### config.mk
export PLATFORM = sky130hd
export DESIGN_NAME = pipe_hazard_ctrl
export DESIGN_NICKNAME = d
export VERILOG_FILES = /design/src/rtl/pipe_hazard_ctrl.sv
export SDC_FILE = /design/constraint.sdc
export NUM_CORES = 1
export LEC_CHECK = 0
export CAP_MARGIN = 5
export CORE_MARGIN = 2
export CORE_UTILIZATION = 49
export CTS_CLUSTER_DIAMETER = 150
export DETAILED_ROUTE_END_ITERATION = 10
export HOLD_SLACK_MARGIN = 0.03
export PLACE_DENSITY_LB_ADDON = 0.08
export SLEW_MARGIN = 5
export SYNTH_ARGS = -nofsm -noshare
export SYNTH_HDL_FRONTEND = slang
export SYNTH_SLANG_ARGS = --single-unit
### constraint.sdc
create_clock -name clk -period 2.7 [get_ports clk]
set_clock_uncertainty 0.2 [all_clocks]
set_input_delay 0.27 -clock clk [delete_from_list [all_inputs] [get_ports clk]]
set_output_delay 0.27 -clock clk [all_outputs]
set_load 0.05 [all_outputs]
### src/rtl/pipe_hazard_ctrl.sv
// Hazard, forwarding and control-flow controller for the in-order pipeline.
// A scoreboard of in-flight destinations behind decode drives stalls, bypass selects and PC redirect.
module pipe_hazard_ctrl #(
  parameter int REG_W         = 3,
  parameter int DEPTH         = 3,
  parameter int RESOLVE_STAGE = 1,
  parameter int FORWARDING    = 1,
  parameter int BRANCH_MODE   = 0,
  parameter int FWD_W         = 2,
  parameter int CNT_W         = 16
) (
  input  logic             clk,
  input  logic             rst,
  input  logic             id_valid,
  input  logic [REG_W-1:0] id_rs,
  input  logic [REG_W-1:0] id_rt,
  input  logic             id_reads_rs,
  input  logic             id_reads_rt,
  input  logic             id_writes,
  input  logic [REG_W-1:0] id_wreg,
  input  logic             id_is_load,
  input  logic             id_borj,
  input  logic             ex_redirect,
  input  logic             mem_stall,
  output logic             pc_we,
  output logic             if_id_we,
  output logic             if_id_flush,
  output logic             id_ex_bubble,
  output logic             pc_redirect,
  output logic [FWD_W-1:0] fwd_sel_a,
  output logic [FWD_W-1:0] fwd_sel_b,
  output logic [CNT_W-1:0] stall_cycles
);

  // Slot DEPTH (WB) never raises a hazard thanks to the write-through register
  // file, so only slots 1..DEPTH-1 are kept; only slot 1 needs the load flag.
  localparam int NS   = DEPTH - 1;
  localparam int SH_W = $clog2(DEPTH + 1);

  logic [NS:1]             valid_q, valid_d;
  logic [NS:1]             wr_q, wr_d;
  logic [NS:1][REG_W-1:0]  wreg_q, wreg_d;
  logic                    load1_q, load1_d;
  logic [SH_W-1:0]         shadow_q, shadow_d;
  logic [CNT_W-1:0]        cnt_q, cnt_d;

  logic [NS:1]      hit_rs, hit_rt;
  logic [FWD_W-1:0] sel_rs, sel_rt;
  logic             use_rs, use_rt;
  logic             raw_rs, raw_rt, lu_rs, lu_rt;
  logic             data_stall;
  logic             shadow_act, shadow_last;
  logic             advance, kill_young, stall_evt;

  genvar gi;

  generate
    for (gi = 1; gi <= NS; gi++) begin : g_match
      assign hit_rs[gi] = valid_q[gi] & wr_q[gi] & (wreg_q[gi] == id_rs);
      assign hit_rt[gi] = valid_q[gi] & wr_q[gi] & (wreg_q[gi] == id_rt);
    end
  endgenerate

  // Walk from the oldest tracked slot down so the youngest producer wins.
  always_comb begin
    sel_rs = '0;
    sel_rt = '0;
    for (int k = NS; k >= 1; k--) begin
      if (hit_rs[k]) sel_rs = FWD_W'(k);
      if (hit_rt[k]) sel_rt = FWD_W'(k);
    end
  end

  assign use_rs = id_valid & id_reads_rs;
  assign use_rt = id_valid & id_reads_rt;
  assign raw_rs = use_rs & (|hit_rs);
  assign raw_rt = use_rt & (|hit_rt);
  assign lu_rs  = use_rs & hit_rs[1] & load1_q;
  assign lu_rt  = use_rt & hit_rt[1] & load1_q;

  assign data_stall = (FORWARDING != 0) ? (lu_rs | lu_rt) : (raw_rs | raw_rt);

  assign shadow_act  = (shadow_q != '0);
  assign shadow_last = (shadow_q == SH_W'(1));

  always_comb begin
    pc_we        = 1'b1;
    if_id_we     = 1'b1;
    if_id_flush  = 1'b0;
    id_ex_bubble = 1'b0;
    pc_redirect  = 1'b0;
    fwd_sel_a    = (FORWARDING != 0 && use_rs) ? sel_rs : '0;
    fwd_sel_b    = (FORWARDING != 0 && use_rt) ? sel_rt : '0;
    advance      = 1'b1;
    kill_young   = 1'b0;
    stall_evt    = 1'b0;

    if (rst) begin
      fwd_sel_a = '0;
      fwd_sel_b = '0;
      advance   = 1'b0;
    end else if (mem_stall) begin
      pc_we     = 1'b0;
      if_id_we  = 1'b0;
      advance   = 1'b0;
      stall_evt = 1'b1;
    end else if (BRANCH_MODE != 0 && ex_redirect) begin
      pc_redirect  = 1'b1;
      if_id_flush  = 1'b1;
      id_ex_bubble = 1'b1;
      kill_young   = 1'b1;
      fwd_sel_a    = '0;
      fwd_sel_b    = '0;
    end else begin
      if (data_stall) begin
        pc_we        = 1'b0;
        if_id_we     = 1'b0;
        id_ex_bubble = 1'b1;
        fwd_sel_a    = '0;
        fwd_sel_b    = '0;
        stall_evt    = 1'b1;
      end
      // While a branch is in the shadow, fetch waits; a held IF_ID is not flushed
      // and the resolve cycle still steers the PC.
      if (BRANCH_MODE == 0 && shadow_act) begin
        if_id_flush = ~data_stall;
        pc_we       = shadow_last;
        pc_redirect = shadow_last & ex_redirect;
      end
    end
  end

  assign valid_d[1] = advance ? (id_valid & ~id_ex_bubble) : valid_q[1];
  assign wr_d[1]    = advance ? id_writes : wr_q[1];
  assign wreg_d[1]  = advance ? id_wreg : wreg_q[1];
  assign load1_d    = advance ? id_is_load : load1_q;

  generate
    for (gi = 2; gi <= NS; gi++) begin : g_shift
      localparam bit YOUNGER = (gi - 1 < RESOLVE_STAGE);
      assign valid_d[gi] = advance ? (valid_q[gi-1] & ~(kill_young & YOUNGER)) : valid_q[gi];
      assign wr_d[gi]    = advance ? wr_q[gi-1] : wr_q[gi];
      assign wreg_d[gi]  = advance ? wreg_q[gi-1] : wreg_q[gi];
    end
  endgenerate

  always_comb begin
    shadow_d = shadow_q;
    if (advance) begin
      if (BRANCH_MODE == 0 && id_valid && id_borj && !id_ex_bubble)
        shadow_d = SH_W'(RESOLVE_STAGE);
      else if (shadow_act)
        shadow_d = shadow_q - SH_W'(1);
    end
  end

  assign cnt_d = (stall_evt && cnt_q != '1) ? cnt_q + CNT_W'(1) : cnt_q;

  always_ff @(posedge clk or posedge rst) begin
    if (rst) begin
      valid_q  <= '0;
      wr_q     <= '0;
      wreg_q   <= '0;
      load1_q  <= 1'b0;
      shadow_q <= '0;
      cnt_q    <= '0;
    end else begin
      valid_q  <= valid_d;
      wr_q     <= wr_d;
      wreg_q   <= wreg_d;
      load1_q  <= load1_d;
      shadow_q <= shadow_d;
      cnt_q    <= cnt_d;
    end
  end

  assign stall_cycles = cnt_q;

endmodule

== Yosys cells after proc, flatten, opt, wreduce, memory -nomap -nowiden ==
Cells that the tools add are included.
Word-level totals
  register bits after elaboration: 29
  bits of input ports: 19
  output and inout bits: 25
  logic and storage cells: 72
Cells by class
  $add $sub $neg: 2
  equal/unequal tests: 6
  multiplexer cells: 33
  bitwise logic cells: 17
  reduce and logical (&&, ||, !) cells: 7
Operators with widths (number)
  $mux 2: 14
  $mux 1: 19
  $add 16x1->16 const B: 1
  $ne 16x16->1 const B: 1
  $and 1x1->1: 14
  $eq 3x3->1: 4
  $reduce_bool 2->1: 2
  $logic_and 1x1->1: 3
  $eq 2x1->1 const B: 1
  $not 1->1: 2
  $reduce_and 2->1: 1
  $sub 2x1->2 const B: 1
  $logic_not 1->1: 1
  $or 1x1->1: 1

== Depth between registers and ports, before layout ==
Gate-level depths: netlist (run 1).
  word-level depth: 12
  depth in mapped cells: 6

== Least setup slack after synthesis (run 1) ==
No wires, ideal clock.
  kind: flip-flop to output port
  start point: register wreg_q[0] (netlist bit)
  end point: output pc_we
  arrival: 2.397 ns
  required time: 2.230 ns
  slack: -0.167 ns
  stages on the path, launching flop included: 7
  path buffers: 1
  cells stage by stage: dfrtp_1 -> xor2_1 -> nor4b_4 -> o21ai_2 -> buf_6 -> mux2i_1 -> o21ai_0
Between the ends
  longest elaborated chain between the ends: 9
  elaborated cells between the ends (all ways): 13
Ends and longest elaborated chain
  from (decl): line 42  | logic [NS:1][REG_W-1:0] wreg_q, wreg_d;
  from (signal assigned): line 170  | wreg_q <= wreg_d;
  $eq 3x3->1 (on tied branches): line 59, 60
  $and 1x1->1 (on tied branches): line 59, 60
  $and 1x1->1 (on tied branches) (2 in a row): line 78, 79
  $or 1x1->1 (*): line 81  | assign data_stall = (FORWARDING != 0) ? (lu_rs | lu_rt) : (raw_rs | raw_rt);
  $mux 1 (*): line 115  | if (data_stall) begin
  $mux 1 (*): line 125  | if (BRANCH_MODE == 0 && shadow_act) begin
  $mux 1 (*): line 102  | end else if (mem_stall) begin
  $mux 1 (*): line 98  | if (rst) begin
  to (decl): line 25  | output logic pc_we,
Every way passes the cells marked *; elsewhere a longest branch is shown, timed or not.

== Final worst setup path (run 1) ==
  start point: register wreg_q[1] (netlist bit)
  end point: output pc_we
The elaborated chain is that of the path after synthesis.

==> impl_results.md, run 1 <==
* Outcome: completed
* Synthesized area at 1740 um^2
* Setup Fix Bufs, Post-CTS at 0
* Final Setup Violations at 0
* Reg2reg setup slack at 0.44 ns
* TritonCTS Sinks at 29
* Yosys warning count at 0
* Die Span Y at 63.6 um
* Crit-path most repeated cell: buf_12
* Ports at 44
* Crit path buf inv count at 2
* TritonRoute pass-1 iters at 4
* Netlist cell types at 33
* Asr flop ratio synth at 100%
* Clock latency on the worst-skew pair at 0.34 ns
* Fmax at 386 MHz
* Count of final max-slew check failures at 0
* Total power divided by cell area at 649 nW/um^2
* DRT antenna net count at 0
* Top delay family on crit path: flip-flops
* Post-Route Setup TNS at 0 ns
* DR vias at 1439
* Initial antenna violation count at 0
* Setup ws final at 0.112 ns
* Ys flop type: dfrtp_1
* Max-Cap Viols at 0
* ANT cells at 0
* RSZ-0062 raised after global routing: false
* Final Instance Area at 2480 um^2
* Synthesized Nets at 180
* Clk buf depth at 2
* Crit path cell chain: xor2_2 -> nor4b_4 -> o21ai_2 -> buf_12 -> mux2i_1 -> o21ai_1 -> buf_12
* Vias per cell at 5.60
* Std-Cell Rows at 21
* Routed WL per cell at 15.9 um
* DRT iter0 DRCs at 79
* H-tree Lvls at 2
* # nets final at 233
* Area Overhead vs Synth at 42.2%
* Mapped Avg Cell Area at 11.0 um^2
* Total track usage at 22.2%
* Commonest non-fill, non-tap cell in the layout: clkdlybuf4s50_1
* I/O Buffers at 43
* Clk slew on worst S/H paths at 0.09 ns
* Core Area at 3360 um^2
* Place WS at 0.0717 ns
* CP required at 2.23 ns
* Critical Path Max Stage Delay at 0.48 ns
* Chip width at 63.6 um
* CTS Root Cell: clkbuf_4
* Fillers at 271
* Crit Path Max Fanout at 15
* # DRC at 0
* Clock buffer count from CTS at 5
* Hold WC Path Type: in -> async
* Number of synthesized flops with an enable pin at 0
* Vias in the first global route at 1521
* Overflow after GRT at 0
* Multi-input combinational cell area at 1020 um^2
* Largest net degree at the start of global routing at 17
* Drt total wl at 4.08 mm
* Cells after Synth at 158
* Share of cells above drive strength 1 at 24.2%
* Crit path kind: reg -> out
* CP max-delay cell: dfrtp_1
* Die area at 4050 um^2
* Slew headroom at 62.6%
* Worst Setup SP: wreg_q[1]$_DFFE_PP0P_
* Min Tclk post-route at 2.59 ns
* Reg area at 726 um^2
* Startpoint Class: flip-flop
* Final period utilization at 95.9%
* Crit end category: output pin
* Placed cell area at 2370 um^2
* DP HPWL at 3.13 mm
* Worst vdd ir at 0.000454 V
* Final hold vios at 0
* Critical R2R Launch: stall_cycles[4]$_DFFE_PP0P_
* Most frequent cells in the layout: clkdlybuf4s50_1 (34), dfrtp_1 (29), xor2_1 (14), nand2_1 (11), mux2_2 (11)
* Static Leak at 0.000994 uW
* Starting Density at 51.8%
* Worst path arrival time at 2.12 ns
* Final Power at 1610 uW
* First-pass GRT wire length at 6.92 mm
* FF+latch count, synth at 29
* CTS tree: yes
* RD Place Congestion at 0.828
* Worst Tran Pin Value at 0.560 ns
* Register area share after synthesis at 41.7%
* Final core occ at 73.7%
-- layout make-up --
type	count	share of cell area (%)
inverter	6	0.909
timing repair buffer	51	23.9
sequential	29	29.3
tap	46	2.32
multi-input combinational	118	41.3
clock buffer	7	2.22
-- layer usage --
layer / GRT usage, % / up-vias / wire length (um) / share of wire, %
li1: - / 683 / - / -
met1: 23.6 / 711 / 1570 / 38
met2: 41.7 / 38 / 2290 / 56
met3: 6.07 / 7 / 170 / 4.2
met4: 7.61 / 0 / 55 / 1.3
met5: 0 / - / 0 / 0
-- cells by family after synthesis --
logic type / Yosys count / synth area share, %
buffers and inverters: 11 / 2.80
and+or+nand+nor: 48 / 15.9
muxes: 12 / 7.69
adders and majority gates: 3 / 2.16
DFF: 29 / 41.7
AOI/OAI and AO/OA: 28 / 16.2
xor gates and xnor gates: 27 / 13.6
-- Yosys cell counts, types with 3 or more instances --
library cell,count,area share (%)
a2111oi_1,3,1.7
a2111oi_4,3,4.7
a211oi_1,3,1.3
and2_1,3,1.1
and3_1,4,1.4
clkbuf_1,3,0.65
dfrtp_1,29,42
ha_1,3,2.2
inv_1,6,1.3
mux2_2,11,7.1
nand2_1,11,2.4
nand3_1,5,1.4
nand4_1,8,2.9
nor2_1,8,1.7
nor3_1,5,1.4
o211ai_1,3,1.3
o21ai_0,6,1.7
xnor2_1,9,4.5
xor2_1,18,9.1
-- timing repair --
item	CTS	global route
endpoints found under the setup margin	0	3
hold buffers	0	0
resized for setup	0	8
hold endpoints to repair	0	0
-- state kept, by name, summed over array words and instances, names as in the netlist --
register      count
wreg_q            6
stall_cycles     16
shadow_q          2
load1_q           1
valid_q           2
wr_q              2
-- worst paths after layout --
| check | endpoint | cells past startpoint |
|---|---|---|
| worst min-delay path | shadow_q[1]$_DFFE_PP0P_ | 2 |
| max in group asynchronous | stall_cycles[0]$_DFFE_PP0P_ | 3 |
| worst max register to register | stall_cycles[1]$_DFFE_PP0P_ | 5 |
| worst min register to register | stall_cycles[8]$_DFFE_PP0P_ | 1 |
| worst max-delay path | pc_we | 7 |
| min in group clk | stall_cycles[8]$_DFFE_PP0P_ | 1 |
-- where the power goes --
group	switching, uW	leakage, uW	total, uW	internal, uW
sequential	126	0.000359	653	527
combinational	394	0.000604	679	286
clock	154	0.0000314	277	123
total	674	0.000994	1610	935
-- metrics by stage --
step,std cells,hold slack (ns)
finish,257,0.297
global route,257,0.323
detailed placement,250,0.285
floorplan,158,0.169
global placement,250,0.277
CTS,257,0.279
Note: power is estimated with default switching activity, not from simulation.
==> run 2, diff against run 1 <==
- CORE_MARGIN: 2 -> default
- CTS_CLUSTER_DIAMETER: 150 -> default
- MAX_ROUTING_LAYER: default -> met4
==> run 2 against run 1 <==
  * Design area barely moved
  * Sequential cell count unchanged
  * Sequential share of layout area is essentially flat
  * Critical path type unchanged
  * Largest power group unchanged
==> impl_results.md, run 2 (same netlist as run 1, synthesis figures left out) <==
* Top delay family on crit path: compound AO/OA/AOI/OAI gates
* Fillers at 255 (-5.9%)
* Drt total wl at 4.02 mm (-1.5%)
* Initial antenna violation count at 0 (unchanged)
* Startpoint Class: flip-flop
* H-tree Lvls at 2 (unchanged)
* Commonest non-fill, non-tap cell in the layout: clkdlybuf4s50_1
* CP max-delay cell: dfrtp_1
* Die area at 3800 um^2 (-6.2%)
* Clock latency on the worst-skew pair at 0.34 ns (about the same)
* Most frequent cells in the layout: clkdlybuf4s50_1 (34), dfrtp_1 (29), xor2_1 (14), nand2_1 (11), mux2_2 (11)
* Min Tclk post-route at 2.62 ns (+0.0338 ns)
* First-pass GRT wire length at 6.00 mm (-13%)
* CP required at 2.23 ns (about the same)
* Crit path cell chain: xor2_2 -> nor4b_4 -> o21a_1 -> a211oi_1 -> and3_1 -> buf_12
* Worst Tran Pin Value at 0.566 ns (+0.00653 ns)
* Crit Path Max Fanout at 4 (-11)
* RD Place Congestion at 0.804 (-2.8%)
* CTS resizes at 0 (unchanged)
* TritonRoute pass-1 iters at 5 (+1)
* Crit path kind: reg -> out
* Setup Fix Bufs, Post-CTS at 0 (unchanged)
* Ports at 44 (unchanged)
* Final hold vios at 0 (unchanged)
* Std-Cell Rows at 21 (unchanged)
* Reg area at 726 um^2 (unchanged)
* Area Overhead vs Synth at 42.3% (about the same)
* Post-Route Setup TNS at 0 ns (unchanged)
* Multi-input combinational cell area at 1020 um^2 (-0.61%)
* Routed WL per cell at 15.6 um (-1.9%)
* Largest net degree at the start of global routing at 17 (unchanged)
* Worst path arrival time at 2.15 ns (+0.03 ns)
* DRT antenna net count at 0 (unchanged)
* Chip width at 61.6 um (-3.1%)
* Die Span Y at 61.6 um (-3.1%)
* # DRC at 0 (unchanged)
* Crit end category: output pin
* Clk buf depth at 2 (unchanged)
* Outcome: completed
* I/O Buffers at 43 (unchanged)
* Vias in the first global route at 1401 (-7.9%)
* Starting Density at 51.8% (unchanged)
* Count of final max-slew check failures at 0 (unchanged)
* Static Leak at 0.000997 uW (+0.30%)
* Vias per cell at 5.55 (-0.80%)
* ANT cells at 0 (unchanged)
* Share of cells above drive strength 1 at 23.6% (-0.59 points)
* Fmax at 381 MHz (-1.3%)
* DR vias at 1433 (-0.42%)
* RSZ-0062 raised after global routing: false
* Overflow after GRT at 0 (unchanged)
* CTS Root Cell: clkbuf_4
* CTS tree: yes
* Cts hold-fix bufs at 0 (unchanged)
* Clock buffer count from CTS at 5 (unchanged)
* DP HPWL at 3.03 mm (-3.3%)
* # nets final at 234 (+0.43%)
* Final Setup Violations at 0 (unchanged)
* Core Area at 3360 um^2 (unchanged)
* Slew headroom at 62.2% (-0.44 points)
* Number of flip-flops in the largest register at 16 (unchanged)
* Crit path buf inv count at 1 (-1)
* Critical Path Max Stage Delay at 0.47 ns (about the same)
* Worst vdd ir at 0.000400 V (-12%)
* Final period utilization at 97.1% (+1.3 points)
* Hold WC Path Type: in -> async
* Final core occ at 73.7% (about the same)
* Total track usage at 22.9% (+0.67 points)
* Max-Cap Viols at 0 (unchanged)
* Total power divided by cell area at 647 nW/um^2 (-0.38%)
* TritonCTS Sinks at 29 (unchanged)
* Clk slew on worst S/H paths at 0.09 ns (about the same)
* DRT iter0 DRCs at 68 (-14%)
## run 2: worst register-to-register path: stages, from the launching register on
cell and delay, ns:
dfrtp_1 0.47, xor2_2 0.23, nor4b_4 0.33, o21ai_2 0.13
buf_12 0.17, a2111oi_1 0.54, xor2_1 0.21
## run 2: final timing paths
path	from	to	slack, ns	cells after the start
setup / recovery	wreg_q[0]$_DFFE_PP0P_	fwd_sel_a[1]	0.08	6
hold / removal	rst	shadow_q[0]$_DFFE_PP0P_	0.24	2
setup reg to reg	wreg_q[0]$_DFFE_PP0P_	stall_cycles[14]$_DFFE_PP0P_	0.35	6
hold reg to reg	stall_cycles[12]$_DFFE_PP0P_	stall_cycles[12]$_DFFE_PP0P_	0.30	1
max in group asynchronous	rst	stall_cycles[12]$_DFFE_PP0P_	1.48	3
min in group clk	stall_cycles[12]$_DFFE_PP0P_	stall_cycles[12]$_DFFE_PP0P_	0.30	1
## run 2: layout make-up
| class | instances | area share [%] |
|---|---|---|
| multi-input cells | 118 | 41.0 |
| clock buffers | 7 | 2.22 |
| repair buffers | 52 | 24.2 |
| flip-flops and latches | 29 | 29.3 |
| well taps | 46 | 2.32 |
| inverters | 6 | 0.909 |
## run 2: where the power goes
group / leakage, uW / switching, uW / internal, uW
Sequential: 0.000359 / 122 / 527
Clock: 0.0000314 / 152 / 123
Combinational: 0.000607 / 393 / 287
Total: 0.000997 / 667 / 937
## run 2: metal layers
| layer | track usage [%] | up-vias | share of wire, % |
|---|---|---|---|
| met3 | 6.09 | 10 | 4.6 |
| li1 | - | 682 | - |
| met1 | 22.4 | 695 | 38 |
| met4 | 11.1 | 0 | 2.0 |
| met5 | - | - | 0 |
| met2 | 41.5 | 46 | 55 |
## run 2: through the flow
stage	instances	area [um^2]	setup WS, ns	power, uW	hold WS [ns]
2_1_floorplan	158	1750	0.106	1070	0.169
3_3_place_gp	251	2380	0.139	1300	0.279
3_5_place_dp	251	2380	0.0708	1320	0.286
4_1_cts	258	2430	0.0724	1590	0.258
5_1_grt	258	2480	0.00476	1680	0.295
6_report	258	2480	0.0781	1600	0.244
==> run 3, diff against run 2 <==
- CTS_CLUSTER_DIAMETER: default -> 150
==> results of run 3 <==
The final DEF is identical to that of run 2; final timing and power are the same.
